`src/rtl/outer_ebi_ctrl.sv`:
```
// EBI link controller: sequences inbound frames into the transceiver receive buffer,
// hands them to the local buffer, and drives outbound frames including write ACKs.
module outer_ebi_ctrl #(
   parameter int EBI_WIDTH      = 16,
   parameter int TIMEOUT_CYCLES = 255
) (
   input  logic       clk,
   input  logic       rstn,
   input  logic       trx_rcv_start,
   input  logic       trx_rcv_done,
   input  logic       trx_send_done,
   input  logic [3:0] rx_opcode,
   output logic       is_counter_reload,
   output logic       is_counter_ena,
   output logic       is_rd_rcv,
   output logic       is_send_mode,
   output logic [3:0] opcode,
   output logic       req_valid,
   output logic [1:0] req_type,
   input  logic       req_ready,
   input  logic       tx_valid,
   input  logic [3:0] tx_opcode,
   output logic       tx_ready,
   output logic       err_timeout,
   output logic       err_opcode
);

   localparam logic [2:0] IDLE    = 3'd0;
   localparam logic [2:0] HDR     = 3'd1;
   localparam logic [2:0] BODY    = 3'd2;
   localparam logic [2:0] LAST    = 3'd3;
   localparam logic [2:0] DELIVER = 3'd4;
   localparam logic [2:0] S_LOAD  = 3'd5;
   localparam logic [2:0] SEND    = 3'd6;
   localparam logic [2:0] TURN    = 3'd7;

   localparam logic [3:0]  OP_IDLE   = 4'h5;
   localparam logic [3:0]  OP_ACK    = 4'hF;
   localparam logic [3:0]  RX_MASK   = (EBI_WIDTH >= 4) ? 4'hF : 4'((1 << EBI_WIDTH) - 1);
   localparam logic [15:0] TMO_LIMIT = 16'(TIMEOUT_CYCLES - 1);

   logic [2:0]  state, state_n;
   logic [15:0] tmo_cnt, tmo_cnt_n;
   logic [3:0]  opcode_n, rx_code;
   logic [1:0]  req_type_n;
   logic        tx_ready_n, err_timeout_n, err_opcode_n;
   logic        timed, tmo_hit;
   logic [4:0]  ctrl_n;

   // Controls are a pure function of the state being entered; {reload, ena, rd_rcv, send, req_valid}
   function automatic logic [4:0] ctrl_of(input logic [2:0] s);
      case (s)
         HDR:     ctrl_of = 5'b10000;
         BODY:    ctrl_of = 5'b01100;
         LAST:    ctrl_of = 5'b01100;
         DELIVER: ctrl_of = 5'b00001;
         S_LOAD:  ctrl_of = 5'b10010;
         SEND:    ctrl_of = 5'b01010;
         default: ctrl_of = 5'b00000;
      endcase
   endfunction

   assign rx_code = rx_opcode & RX_MASK;
   assign timed   = (state == HDR) || (state == BODY) || (state == SEND);
   assign tmo_hit = timed && (tmo_cnt >= TMO_LIMIT);

   always_comb begin
      state_n       = state;
      opcode_n      = opcode;
      req_type_n    = req_type;
      tx_ready_n    = 1'b0;
      err_timeout_n = 1'b0;
      err_opcode_n  = 1'b0;
      case (state)
         IDLE: begin
            if (trx_rcv_start) begin
               state_n = HDR;
            end else if (tx_valid) begin
               tx_ready_n = 1'b1;
               if (tx_opcode == 4'd7 || tx_opcode == 4'd6) begin
                  opcode_n = tx_opcode;
                  state_n  = S_LOAD;
               end else begin
                  err_opcode_n = 1'b1;
               end
            end
         end
         HDR: begin
            state_n = BODY;
            case (rx_code)
               4'd0:       req_type_n = 2'd0;
               4'd1:       req_type_n = 2'd1;
               4'd2:       req_type_n = 2'd2;
               4'd3, 4'd4: req_type_n = 2'd3;
               default: begin
                  err_opcode_n = 1'b1;
                  state_n      = IDLE;
               end
            endcase
         end
         BODY: begin
            if (trx_rcv_done) begin
               state_n = LAST;
            end else if (tmo_hit) begin
               err_timeout_n = 1'b1;
               state_n       = IDLE;
            end
         end
         LAST: state_n = DELIVER;
         DELIVER: begin
            if (req_ready) begin
               if (req_type == 2'd1 || req_type == 2'd2) begin
                  opcode_n = OP_ACK;
                  state_n  = S_LOAD;
               end else begin
                  state_n = IDLE;
               end
            end
         end
         S_LOAD: state_n = SEND;
         SEND: begin
            if (trx_send_done) begin
               opcode_n = OP_IDLE;
               state_n  = TURN;
            end else if (tmo_hit) begin
               opcode_n      = OP_IDLE;
               err_timeout_n = 1'b1;
               state_n       = IDLE;
            end
         end
         default: begin
            opcode_n = OP_IDLE;
            state_n  = IDLE;
         end
      endcase

      // Counter restarts on every state change and saturates rather than wrapping
      if (state_n != state)
         tmo_cnt_n = 16'd0;
      else if (timed && tmo_cnt != 16'hFFFF)
         tmo_cnt_n = tmo_cnt + 16'd1;
      else
         tmo_cnt_n = tmo_cnt;

      ctrl_n = ctrl_of(state_n);
   end

   always_ff @(posedge clk or negedge rstn) begin
      if (!rstn) begin
         state             <= IDLE;
         tmo_cnt           <= 16'd0;
         opcode            <= OP_IDLE;
         req_type          <= 2'd0;
         tx_ready          <= 1'b0;
         err_timeout       <= 1'b0;
         err_opcode        <= 1'b0;
         is_counter_reload <= 1'b0;
         is_counter_ena    <= 1'b0;
         is_rd_rcv         <= 1'b0;
         is_send_mode      <= 1'b0;
         req_valid         <= 1'b0;
      end else begin
         state             <= state_n;
         tmo_cnt           <= tmo_cnt_n;
         opcode            <= opcode_n;
         req_type          <= req_type_n;
         tx_ready          <= tx_ready_n;
         err_timeout       <= err_timeout_n;
         err_opcode        <= err_opcode_n;
         is_counter_reload <= ctrl_n[4];
         is_counter_ena    <= ctrl_n[3];
         is_rd_rcv         <= ctrl_n[2];
         is_send_mode      <= ctrl_n[1];
         req_valid         <= ctrl_n[0];
      end
   end

endmodule
```
`config.mk`:
```
export PLATFORM = sky130hd
export DESIGN_NAME = outer_ebi_ctrl
export DESIGN_NICKNAME = d
export VERILOG_FILES = /design/src/rtl/outer_ebi_ctrl.sv
export SDC_FILE = /design/constraint.sdc
export NUM_CORES = 1
export LEC_CHECK = 0
export ABC_AREA = 0
export CAP_MARGIN = 0
export CORE_UTILIZATION = 53
export DETAILED_ROUTE_END_ITERATION = 8
export PLACE_DENSITY = 0.8
export SLEW_MARGIN = 25
export SYNTH_ARGS = -nofsm -noshare
export SYNTH_HDL_FRONTEND = slang
export SYNTH_SLANG_ARGS = --single-unit
```
`constraint.sdc`:
```
create_clock -name clk -period 2.4 [get_ports clk]
set_input_delay 0.24 -clock clk [delete_from_list [all_inputs] [get_ports clk]]
set_output_delay 0.24 -clock clk [all_outputs]
set_load 0.02 [all_outputs]
```
# [Word level (Yosys, flattened, before mapping)]
# Cells that the tools add are included.
[totals] reg_bits=33 in_bits=15 word_cells=93
[op_classes] eq_ne=28 muxes=34 bitwise_logic=1 addsub=1 n_reduce_logical=16 order_cmp=1
[ops] op="$mux W16" n=2
[ops] op="$mux W4" n=7
[ops] op="$pmux W5 S5" n=1
[ops] op="$mux W3" n=8
[ops] op="$pmux W3 S7" n=1
[ops] op="$eq A3 B3 Y1 const B" n=6
[ops] op="$add A16 B1 Y16 const B" n=1
[ops] op="$ge A16 B8 Y1 const B" n=1
[ops] op="$ne A16 B16 Y1 const B" n=1
[ops] op="$pmux W4 S4" n=1
[ops] op="$eq A3 B2 Y1 const B" n=4
[ops] op="$eq A4 B3 Y1 const B" n=3
[ops] op="$mux W1" n=10
[ops] op="$ne A2 B2 Y1 const B" n=5
[ops] op="$eq A4 B2 Y1 const B" n=2
[ops] op="$pmux W2 S4" n=1
[ops] op="$reduce_and A7 Y1" n=1
[ops] op="$eq A3 B1 Y1 const B" n=2
[ops] op="$reduce_or A5 Y1" n=1
[ops] op="$eq A4 B1 Y1 const B" n=1
[ops] op="$logic_not A4 Y1" n=1
[ops] op="$logic_or A1 B1 Y1" n=4
[ops] op="$pmux W1 S2" n=2
[ops] op="$reduce_bool A4 Y1" n=1
[ops] op="12 further kinds" n=14

# [Logic depth before layout (Yosys ltp)]
[logic_depth] word_depth=10 depth_mapped=8 ltp_nobuf=7

# [Worst setup path after synthesis]
# OpenSTA, ideal clock, no wires.
[synth_path] path_type="register -> register" start="reg tmo_cnt[0]" end="reg tmo_cnt[14]" arrival_ns=1.798 required_time_ns=2.326 setup_slack_ns=0.527 period_less_slack_ns=1.873 setup_time_ns=0.074 path_stages_with_launch=9 n_path_buf=1 cell_sequence="dfrtp_1 -> inv_1 -> ha_1 -> o211ai_1 -> o211ai_2 -> a21o_1 -> a311o_4 -> buf_12 -> a21oi_4"
[synth_via] elab_chain_cells=7
[synth_rtl] item="start, declared" line="43" rtl="logic [15:0] tmo_cnt, tmo_cnt_n;"
[synth_rtl] item="start signal, assigned" line="164" rtl="tmo_cnt <= tmo_cnt_n;"
[synth_rtl] item="$ge A16 B8 Y1" line="65" rtl="assign tmo_hit = timed && (tmo_cnt >= TMO_LIMIT);"
[synth_rtl] item="$logic_and A1 B1 Y1" line="65"
[synth_rtl] item="$mux W3" line="104, 125"
[synth_rtl] item="$mux W3, on equally long branches" line="122, 102"
[synth_rtl] item="$pmux W3 S7" line="74" rtl="case (state)"
[synth_rtl] item="$ne A3 B3 Y1" line="138" rtl="if (state_n != state)"
[synth_rtl] item="$mux W16 or $reduce_bool A2 Y1 (tied branches)"
# Several ways; a longest one is shown, not always the timed one. The select of a mux whose other input is x is not followed.
# A chain may end at the register's enable or synchronous reset.

# [Final worst setup path]
[layout_path] start="reg tmo_cnt[0]" end="reg tmo_cnt[1]"
# The elaborated chain is that of the path after synthesis.

==> flow_summary_export.csv <==
group,metric,value,unit
cts,cts_buffers,5,
sta,final.setup.tns,0,ns
power_and_ir_drop,p_per_area,1030,nW/um^2
placement,place_hpwl,2940,um
yosys,netlist_area,1880,um^2
placement,port_buffers,28,
floorplanning,rows,21,
route,drtPass1Iterations,4,
worst_setup_path,cp-end-kind,"flip-flop",
job,maxCapViolations,0,
cts,cts_resized,0,
yosys,synth_area_leader_cell,"dfrtp_1",
yosys,synth_commonest_cells,"dfrtp_1 (31), nand2_1 (13), a21oi_1 (12), nor2_1 (10), o21ai_0 (8)",
sta,tightest_slew,0.522,ns
finish,fin_area,2290,um^2
yosys,syn_area_per_cell,10.3,um^2
route,num_vias,1550,
cts,clock_path_buffers,2,
global_routing,grt_pass1_vias,1403,
hold_path,hold_path_class,"in2async",
yosys,synthArstFlopShare,100,%
yosys,netlist.area_leader.share,41.3,%
sta,fin_worst_skew,0.0105,ns
finish,nets,233,
worst_setup_path,cp.required,2.65,ns
yosys,yosys.cell_count.top_type,"dfrtp_1",
route,wl_per_cell,15.4,um
floorplanning,ios,29,
cts,cts.sinks,33,
route,via_per_inst,5.89,
global_routing,grt_overflow,0,
finish,diodes,0,
cts,holdBufCountCts,0,
floorplanning,core_area,3360,um^2
finish,area_delta_synth_final,21.6,%
cts,clock-root-buffer,"clkbuf_4",
floorplanning,dieWidth,61.6,um
power_and_ir_drop,cellLeakagePower,0.938,nW
yosys,synth_enable_flop_cells,0,
yosys,synthCells,182,
worst_setup_path,cp_num_buf_inv,1,
worst_setup_path,worstPathCellList,"inv_1 -> ha_1 -> o211ai_1 -> o211ai_2 -> a21o_1 -> a311o_4 -> a211oi_1",
floorplanning,start_util,55.9,%
sta,maxSlewViolCount,0,
sta,whs,0.299,ns
route,ant_nets,0,
sta,hold_violations,0,
cts,htreeDepth,2,
global_routing,grt_pass1_wl,6510,um
sta,setup_viol,0,
global_routing,antenna_found_initial,0,
finish,drive_gt1_share,18.9,%
worst_setup_path,critPathLaunchType,"flip-flop",
route,drtIter0Drc,97,
sta,period_needed,2.17,ns
yosys,syn_nets,199,
sta,rsz0062_at_grt,"false",
worst_setup_path,critPathSlowestCell,"a311o_4",
route,drc,0,
outcome,outcome,"finished, final reports clean",
finish,num-fill-cells,271,
power_and_ir_drop,ir_worst_vdd,535,uV
sta,period_share,90.4,%
worst_setup_path,cp_slowest_stage_delay,0.51,ns
yosys,ys_warn_count,0,
placement,placed_cell_area,2200,um^2
yosys,ys_types,55,
worst_setup_path,arrival,2.42,ns
global_routing,grt.total_usage,23.7,%
floorplanning,die_h,61.6,um
yosys,ys_ff_latch,33,
yosys,synth_flop_cell,"dfrtp_1",
cts,clock_latency,0.33,ns
sta,relSlewSlack,65.2,%
placement,gp_congestion,0.804,
global_routing,grt_max_degree,34,
route,routed_wl,4050,um
sta,max_freq,0.461,GHz
cts,cts_tree,"done",
worst_setup_path,crit_family,"compound AO/OA/AOI/OAI gates",
yosys,synth_area_leaders,"dfrtp_1 (41%), xnor2_1 (3.3%), a21oi_1 (3.2%), dfstp_2 (2.8%), nand2_1 (2.6%)",
worst_setup_path,crit_fanout,16,
floorplanning,dieArea,3790,um^2
yosys,ys_seq_area_share,44.0,%
worst_setup_path,critPathKind,"reg2reg",
cts,clk_pin_slew,0.11,ns
cts,post_cts_buffers,0,
path summary, 6_finish.rpt:
path	startpoint	end	slack, ns	cells past startpoint
worst min-delay path	rstn	tmo_cnt[11]$_DFFE_PN0P_	0.30	2
worst min register to register	opcode[1]$_DFFE_PN0P_	opcode[1]$_DFFE_PN0P_	0.48	1
worst max-delay path	tmo_cnt[0]$_DFFE_PN0P_	tmo_cnt[1]$_DFFE_PN0P_	0.23	7
worst max register to register	tmo_cnt[0]$_DFFE_PN0P_	tmo_cnt[1]$_DFFE_PN0P_	0.23	7
max in group asynchronous	rstn	opcode[2]$_DFFE_PN1P_	1.76	2
min in group clk	opcode[1]$_DFFE_PN0P_	opcode[1]$_DFFE_PN0P_	0.48	1
area by class of cell:
type | instances | area (um^2) | share of cell area (%)
clock buffers | 7 | 55.1 | 2.41
clock inverters | 1 | 30.0 | 1.31
inverters | 7 | 26.3 | 1.15
multi-input cells | 135 | 965 | 42.2
flip-flops and latches | 33 | 828 | 36.2
well taps | 46 | 57.6 | 2.52
repair buffers | 34 | 325 | 14.2
logic make-up after synthesis:
logic type	count (synthesis)	synth area share [%]
and+or+nand+nor	73	24.5
AOI/OAI and AO/OA	47	19.0
DFF	33	44.0
buffers and inverters	14	4.66
xor gates and xnor gates	8	3.73
muxes	5	2.73
adders and majority gates	2	1.33
report_power, final:
group / total [mW] / internal, mW / switching [mW]
combinational: 1.13 / 0.464 / 0.662
clock: 0.435 / 0.249 / 0.186
sequential: 0.795 / 0.672 / 0.123
total: 2.36 / 1.39 / 0.971
placed cells by master (no fill, tap or decap), drive strengths merged, types with 2 or more instances in the layout:
master | netlist | routed
dfrtp | 31 | 31
clkdlybuf4s50 | 0 | 28
nor2 | 19 | 19
a21oi | 14 | 14
nand2 | 13 | 13
o21ai | 8 | 8
inv | 7 | 7
xnor2 | 7 | 7
clkbuf | 0 | 7
buf | 7 | 6
nor3 | 5 | 5
mux2i | 4 | 4
nand2b | 4 | 4
or3 | 4 | 4
a21o | 4 | 4
o211ai | 4 | 4
and3 | 4 | 4
nor4 | 4 | 4
nand3 | 3 | 3
nand4 | 3 | 3
o31ai | 3 | 3
or4 | 3 | 3
a211oi | 3 | 3
and2 | 2 | 2
nand3b | 2 | 2
a31oi | 2 | 2
ha | 2 | 2
dfstp | 2 | 2
o31a | 2 | 2
sequential cells by signal, indices dropped and copies added (netlist names):
register,flops
req_valid,1
is_rd_rcv,1
state,3
opcode,4
req_type,2
is_counter_ena,1
tx_ready,1
err_opcode,1
is_send_mode,1
err_timeout,1
tmo_cnt,16
is_counter_reload,1
metal layers:
layer / vias up / wire [um] / track usage (%)
met2: 52 / 2030 / 38.1
li1: 728 / - / -
met4: 0 / 50 / 8.25
met1: 763 / 1740 / 31.1
met5: - / 0 / 0
met3: 7 / 235 / 6.09
per-stage QoR:
stage	util, %	std cells	power (mW)	setup WS (ns)
after floorplan	-	182	1.63	0.527
after global placement	65.5	255	1.87	0.346
after detailed placement	65.5	255	1.91	0.285
after CTS	68.0	263	2.36	0.234
after global routing	68.0	263	2.48	0.149
final	68.0	263	2.36	0.232
No activity file was read; power rests on OpenSTA's default activity.
